<file path="src/rtl/planificador_ascensor_if.sv">
// Signal bundle between the elevator call scheduler and its surroundings:
// call buttons and floor sensor on one side, motor and door drivers on the other.
interface planificador_ascensor_if #(
  parameter int N_PISOS = 8
);
  localparam int W_PISO = $clog2(N_PISOS);

  logic [N_PISOS-1:0] llamada;
  logic               cambio_piso;
  logic               obstruccion;
  logic               subir;
  logic               bajar;
  logic               puerta_abierta;
  logic [W_PISO-1:0]  piso_actual;
  logic [N_PISOS-1:0] pendientes;
  logic               ocupado;

  // Environment side: presses buttons, reports floor arrivals, watches the cabin
  modport master (
    output llamada, cambio_piso, obstruccion,
    input  subir, bajar, puerta_abierta, piso_actual, pendientes, ocupado
  );

  // Scheduler side: consumes requests and sensors, drives motor and door
  modport slave (
    input  llamada, cambio_piso, obstruccion,
    output subir, bajar, puerta_abierta, piso_actual, pendientes, ocupado
  );
endinterface

</file>
<file path="src/rtl/planificador_ascensor.sv">
// SCAN-style elevator scheduler: latches floor calls, tracks the cabin floor
// from arrival pulses, runs the motor up/down and times the door-open interval.
module planificador_ascensor #(
  parameter int N_PISOS  = 8,
  parameter int T_PUERTA = 16
) (
  input  logic                  clk,
  input  logic                  rst_n,
  planificador_ascensor_if.slave bus
);

  localparam int W_PISO = $clog2(N_PISOS);
  localparam int W_T    = $clog2(T_PUERTA);

  localparam logic [W_T-1:0]    T_RECARGA = W_T'(T_PUERTA - 1);
  localparam logic [W_PISO-1:0] PISO_MAX  = W_PISO'(N_PISOS - 1);
  localparam logic [W_PISO-1:0] PISO_MIN  = '0;

  typedef enum logic [1:0] {
    REPOSO,
    SUBIENDO,
    BAJANDO,
    PUERTA
  } estado_e;

  estado_e             estado_q, estado_d;
  logic                dir_q, dir_d;
  logic [W_T-1:0]      timer_q, timer_d;
  logic [W_PISO-1:0]   piso_q, piso_d;
  logic [N_PISOS-1:0]  pend_q, pend_d;

  logic                arriba;
  logic                abajo;
  logic [W_PISO-1:0]   piso_arriba;
  logic [W_PISO-1:0]   piso_abajo;
  logic [N_PISOS-1:0]  solicitado;
  logic [N_PISOS-1:0]  servido;
  logic [N_PISOS-1:0]  absorbido;

  // Pending-call summary relative to the cabin and the saturated neighbour floors
  always_comb begin
    arriba = 1'b0;
    abajo  = 1'b0;
    for (int i = 0; i < N_PISOS; i++) begin
      if (pend_q[i] && (W_PISO'(i) > piso_q)) arriba = 1'b1;
      if (pend_q[i] && (W_PISO'(i) < piso_q)) abajo  = 1'b1;
    end
    piso_arriba = (piso_q == PISO_MAX) ? piso_q : piso_q + W_PISO'(1);
    piso_abajo  = (piso_q == PISO_MIN) ? piso_q : piso_q - W_PISO'(1);
    solicitado  = pend_q | bus.llamada;
  end

  // State register: async active-low reset re-homes the cabin to floor 0
  always_ff @(posedge clk or negedge rst_n) begin
    if (!rst_n) begin
      estado_q <= REPOSO;
      dir_q    <= 1'b1;
      timer_q  <= '0;
      piso_q   <= '0;
      pend_q   <= '0;
    end else begin
      estado_q <= estado_d;
      dir_q    <= dir_d;
      timer_q  <= timer_d;
      piso_q   <= piso_d;
      pend_q   <= pend_d;
    end
  end

  // Next-state logic: SCAN direction choice, floor stops and door timing
  always_comb begin
    estado_d  = estado_q;
    dir_d     = dir_q;
    timer_d   = timer_q;
    piso_d    = piso_q;
    servido   = '0;
    absorbido = '0;

    unique case (estado_q)
      REPOSO: begin
        if (pend_q[piso_q]) begin
          estado_d        = PUERTA;
          timer_d         = T_RECARGA;
          servido[piso_q] = 1'b1;
        end else if (dir_q && arriba) begin
          estado_d = SUBIENDO;
        end else if (!dir_q && abajo) begin
          estado_d = BAJANDO;
        end else if (arriba) begin
          estado_d = SUBIENDO;
          dir_d    = 1'b1;
        end else if (abajo) begin
          estado_d = BAJANDO;
          dir_d    = 1'b0;
        end
      end

      SUBIENDO: begin
        if (bus.cambio_piso) begin
          piso_d = piso_arriba;
          if (solicitado[piso_arriba]) begin
            estado_d             = PUERTA;
            timer_d              = T_RECARGA;
            servido[piso_arriba] = 1'b1;
          end
        end
      end

      BAJANDO: begin
        if (bus.cambio_piso) begin
          piso_d = piso_abajo;
          if (solicitado[piso_abajo]) begin
            estado_d            = PUERTA;
            timer_d             = T_RECARGA;
            servido[piso_abajo] = 1'b1;
          end
        end
      end

      PUERTA: begin
        absorbido[piso_q] = 1'b1;
        if (bus.obstruccion) begin
          timer_d = T_RECARGA;
        end else if (timer_q == '0) begin
          estado_d = REPOSO;
        end else begin
          timer_d = timer_q - W_T'(1);
        end
      end
    endcase

    pend_d = (pend_q | (bus.llamada & ~absorbido)) & ~servido;
  end

  // Moore outputs decoded from the current state and registers
  always_comb begin
    bus.subir          = (estado_q == SUBIENDO);
    bus.bajar          = (estado_q == BAJANDO);
    bus.puerta_abierta = (estado_q == PUERTA);
    bus.ocupado        = (estado_q != REPOSO);
    bus.piso_actual    = piso_q;
    bus.pendientes     = pend_q;
  end

endmodule

</file>
<file path="src/flat_wrapper.sv">
// flat-port wrapper written by rule: the top's interface ports become plain ports
module planificador_ascensor_flat 
#(
  parameter int N_PISOS  = 8,
  parameter int T_PUERTA = 16
)
  (clk, rst_n, bus_llamada, bus_cambio_piso, bus_obstruccion, bus_subir, bus_bajar, bus_puerta_abierta, bus_piso_actual, bus_pendientes, bus_ocupado);
  planificador_ascensor_if #(.N_PISOS(N_PISOS)) bus_i ();
  input  logic clk;
  input  logic rst_n;
  input wire logic [$bits(bus_i.llamada)-1:0] bus_llamada;
  input wire logic [$bits(bus_i.cambio_piso)-1:0] bus_cambio_piso;
  input wire logic [$bits(bus_i.obstruccion)-1:0] bus_obstruccion;
  output wire logic [$bits(bus_i.subir)-1:0] bus_subir;
  output wire logic [$bits(bus_i.bajar)-1:0] bus_bajar;
  output wire logic [$bits(bus_i.puerta_abierta)-1:0] bus_puerta_abierta;
  output wire logic [$bits(bus_i.piso_actual)-1:0] bus_piso_actual;
  output wire logic [$bits(bus_i.pendientes)-1:0] bus_pendientes;
  output wire logic [$bits(bus_i.ocupado)-1:0] bus_ocupado;
  assign bus_i.llamada = bus_llamada;
  assign bus_i.cambio_piso = bus_cambio_piso;
  assign bus_i.obstruccion = bus_obstruccion;
  assign bus_subir = bus_i.subir;
  assign bus_bajar = bus_i.bajar;
  assign bus_puerta_abierta = bus_i.puerta_abierta;
  assign bus_piso_actual = bus_i.piso_actual;
  assign bus_pendientes = bus_i.pendientes;
  assign bus_ocupado = bus_i.ocupado;
  planificador_ascensor #(.N_PISOS(N_PISOS), .T_PUERTA(T_PUERTA)) u_core (.clk(clk), .rst_n(rst_n), .bus(bus_i));
endmodule
</file>
<file path="config.mk">
export PLATFORM = sky130hd
export DESIGN_NAME = planificador_ascensor_flat
export DESIGN_NICKNAME = d
export VERILOG_FILES = /design/src/rtl/planificador_ascensor_if.sv /design/src/rtl/planificador_ascensor.sv /design/src/flat_wrapper.sv
export SDC_FILE = /design/constraint.sdc
export NUM_CORES = 1
export LEC_CHECK = 0
export CAP_MARGIN = 20
export CORE_MARGIN = 3
export CORE_UTILIZATION = 56
export CTS_BUF_LIST = sky130_fd_sc_hd__clkbuf_16
export DETAILED_ROUTE_END_ITERATION = 16
export PLACE_DENSITY = 0.81
export SYNTH_ARGS = -nofsm -noshare
export SYNTH_HDL_FRONTEND = slang
export SYNTH_SLANG_ARGS = --single-unit
</file>
<file path="constraint.sdc">
create_clock -name clk -period 3.03 [get_ports clk]
set_input_delay 0.303 -clock clk [delete_from_list [all_inputs] [get_ports clk]]
set_output_delay 0.303 -clock clk [all_outputs]
set_load 0.05 [all_outputs]
</file>
==> impl_metrics.csv <==
group,metric,value,unit
outcome,status,"complete, no violations",
critical_path,crit_arrival,2.86,ns
grt,track_usage,0.2939,
timing,finClkSkew,0.001716,ns
floorplanning,die_x,65.64,um
clock_network,clock_latency,0.25,ns
clock_network,htreeDepth,1,
placement,dp_hpwl,4367,um
critical_path,required,3.17,ns
logic_synthesis,ys_warn_count,0,
logic_synthesis,yosysTopAreaCell,"dfrtp_1",
cells_and_area,post-route-util,0.7117,
floorplanning,fp.dieArea,4309,sq um
logic_synthesis,postSynthAreaPerCell,8.476,sq um
placement,routabilityCongestion,1.037,
logic_synthesis,synth_area,1992,sq um
placement,port_buffers,26,
detailed_routing,vias,2070,
cells_and_area,nNetsFinal,285,
grt,grt.overflow.total,0,
timing,tightest_slew,0.9158,ns
clock_network,path_clk_slew,0.06,ns
timing,rsz0062_at_grt,"false",
clock_network,root_buffer,"clkbuf_16",
grt,grtUsageMet2,0.4618,
clock_network,cts_buffers,3,
timing,hold_viol_final,0,
timing,maxSlewViolCount,0,
critical_path,startpoint_type,"flop",
clock_network,cts_max_path_buffers,2,
detailed_routing,avgRoutedWirePerCell,19.00,um
grt,top_usage_layer,"met2",
grt,grt_use_met1,0.3953,
worst_hold_path,hold_path_class,"flop to flop",
grt,antenna_found_initial,0,
detailed_routing,first_pass_iters,6,
logic_synthesis,yosys.cell_types.count,67,
job,maxCapViolations,0,
clock_network,clock-sinks,18,
logic_synthesis,synthTopCellsByArea,"dfrtp_1 21%, ha_1 5.0%, nor2_1 4.1%",
grt,use_met3,0.06496,
grt,grt_pass1_vias,2005,
floorplanning,start_util,0.5877,
power,p_per_area,1255,nW/um^2
clock_network,hold_buffers,0,
clock_network,post_cts_buffers,0,
grt,grt_pass1_wl,9701,um
logic_synthesis,ys_async_sr_fraction,1.000,
floorplanning,core,3390,sq um
cells_and_area,area_growth,21.11,%
floorplanning,io_pins,27,
cells_and_area,num_antenna_cells,0,
logic_synthesis,syn_inst,235,
timing,timing.hold.ws,0.4835,ns
cells_and_area,layout-drive-gt1-share,0.1439,
timing,postLayoutSetupSlackWorst,0.3132,ns
power,p_leak,0.9813,nW
timing,slew_headroom,0.3876,
detailed_routing,first_iter_violations,369,
clock_network,ctsResizeCount,0,
logic_synthesis,synth_most_common_cell,"nor2_1",
logic_synthesis,synth_flop_cell,"dfrtp_1",
detailed_routing,drc_errors,0,
critical_path,path_class,"flop to flop",
placement,dp_slack,0.3040,ns
logic_synthesis,ys_seq_elements,18,
detailed_routing,via_per_inst,6.677,
detailed_routing,routed_wl,5889,um
clock_network,cts_tree,"yes",
critical_path,cp_max_fo,8,
timing,max_freq,368.1,MHz
power,ir_drop,0.5820,mV
timing,finalSetupViolCount,0,
floorplanning,die_h,65.64,um
critical_path,endpoint_kind,"flop",
grt,grt_max_degree,24,
logic_synthesis,synthTopCellsByCount,"22 x nor2_1, 17 x dfrtp_1, 17 x nand2_1",
floorplanning,rows,21,
timing,setup_tns,0,ns
timing,period_minus_slack,2.717,ns
detailed_routing,ant_nets,0,
logic_synthesis,synth_edf_count,0,
logic_synthesis,syn-num-nets,255,
timing,finalCritPeriodShare,0.8966,
logic_synthesis,synth.top_cell.area_share,0.2136,
logic_synthesis,ys_seq_area_frac,0.2268,
[cells by family (layout without fill, tap and decap cells)]
| family | count (synthesis) | after routing | share of synthesized area |
|---|---|---|---|
| XOR/XNOR | 1 | 1 | 0.01382 |
| AO/OA/AOI/OAI | 81 | 81 | 0.3141 |
| adder cells (fa/ha/maj) | 8 | 8 | 0.05025 |
| buffers and inverters | 29 | 58 | 0.06281 |
| AND/OR/NAND/NOR | 88 | 88 | 0.2531 |
| multiplexers | 10 | 10 | 0.07915 |
| flip-flops | 18 | 18 | 0.2268 |
[path summary, 6_finish.rpt]
path,startpoint,to,slack (ns),depth (start not counted)
worst max-delay path,u_core.bus.piso_actual[0],u_core.bus.pendientes[1],0.31,9
worst min-delay path,u_core.timer_q[0],u_core.timer_q[0],0.48,1
worst max register to register,u_core.bus.piso_actual[0],u_core.bus.pendientes[1],0.31,9
worst min register to register,u_core.timer_q[0],u_core.timer_q[0],0.48,1
max in group asynchronous,rst_n,u_core.bus.pendientes[6],1.90,1
min in group asynchronous,rst_n,u_core.estado_q[1],0.57,1
[state kept, by name (all words and copies together) (netlist names)]
signal                  flops
u_core.estado_q             2
u_core.bus.pendientes       8
u_core.timer_q              4
u_core.bus.piso_actual      3
u_core.dir_q                1
[layout make-up]
class	count	area, sq um
Sequential cell	18	451.7
Inverter	17	66.31
Clock buffer	3	75.07
Clock inverter	1	3.754
Fill cell	266	977.2
Timing Repair Buffer	37	342.8
Tap cell	46	57.56
Multi-Input combinational cell	188	1415
[per-stage QoR]
stage	area, sq um	instances	power [mW]
2_1_floorplan	1992	235	2.063
3_3_place_gp	2333	306	2.684
3_5_place_dp	2333	306	2.703
4_1_cts	2412	310	3.002
5_1_grt	2412	310	3.218
6_report	2412	310	3.028
[placed cells by master (no fill, tap or decap), types with 5 or more instances in the layout]
master / netlist / layout
a211oi_1: 7 / 7
a22o_1: 5 / 5
a21oi_1: 15 / 15
inv_1: 14 / 15
o22ai_1: 5 / 5
o21ai_1: 5 / 5
ha_1: 8 / 8
dfrtp_1: 17 / 17
buf_4: 2 / 11
nand3_1: 8 / 8
o21ai_0: 8 / 8
nand2_1: 17 / 17
nor3_1: 10 / 10
clkdlybuf4s50_1: 0 / 26
nor2_1: 22 / 22
[critical path, stage by stage (launching register included)]
cell and delay, ns:
dfrtp_1 0.42, inv_4 0.15, ha_1 0.38, nand2b_4 0.13, xnor2_4 0.29, mux2_4 0.35
o2bb2ai_4 0.15, nor4_2 0.40, nand2b_1 0.10, a32o_1 0.25
[routing by layer]
| layer | routed length (um) | vias to the layer above |
|---|---|---|
| li1 | - | 950 |
| met1 | 2421 | 972 |
| met2 | 2637 | 125 |
| met3 | 659 | 23 |
| met4 | 171 | 0 |
| met5 | 0 | - |
[report_power, final]
part	internal (mW)	total [mW]	switching, mW
Sequential	0.330	0.485	0.154
Combinational	0.853	2.27	1.42
Clock	0.176	0.275	0.0988
Total	1.36	3.03	1.67
Power figures use the tool's default switching activity.
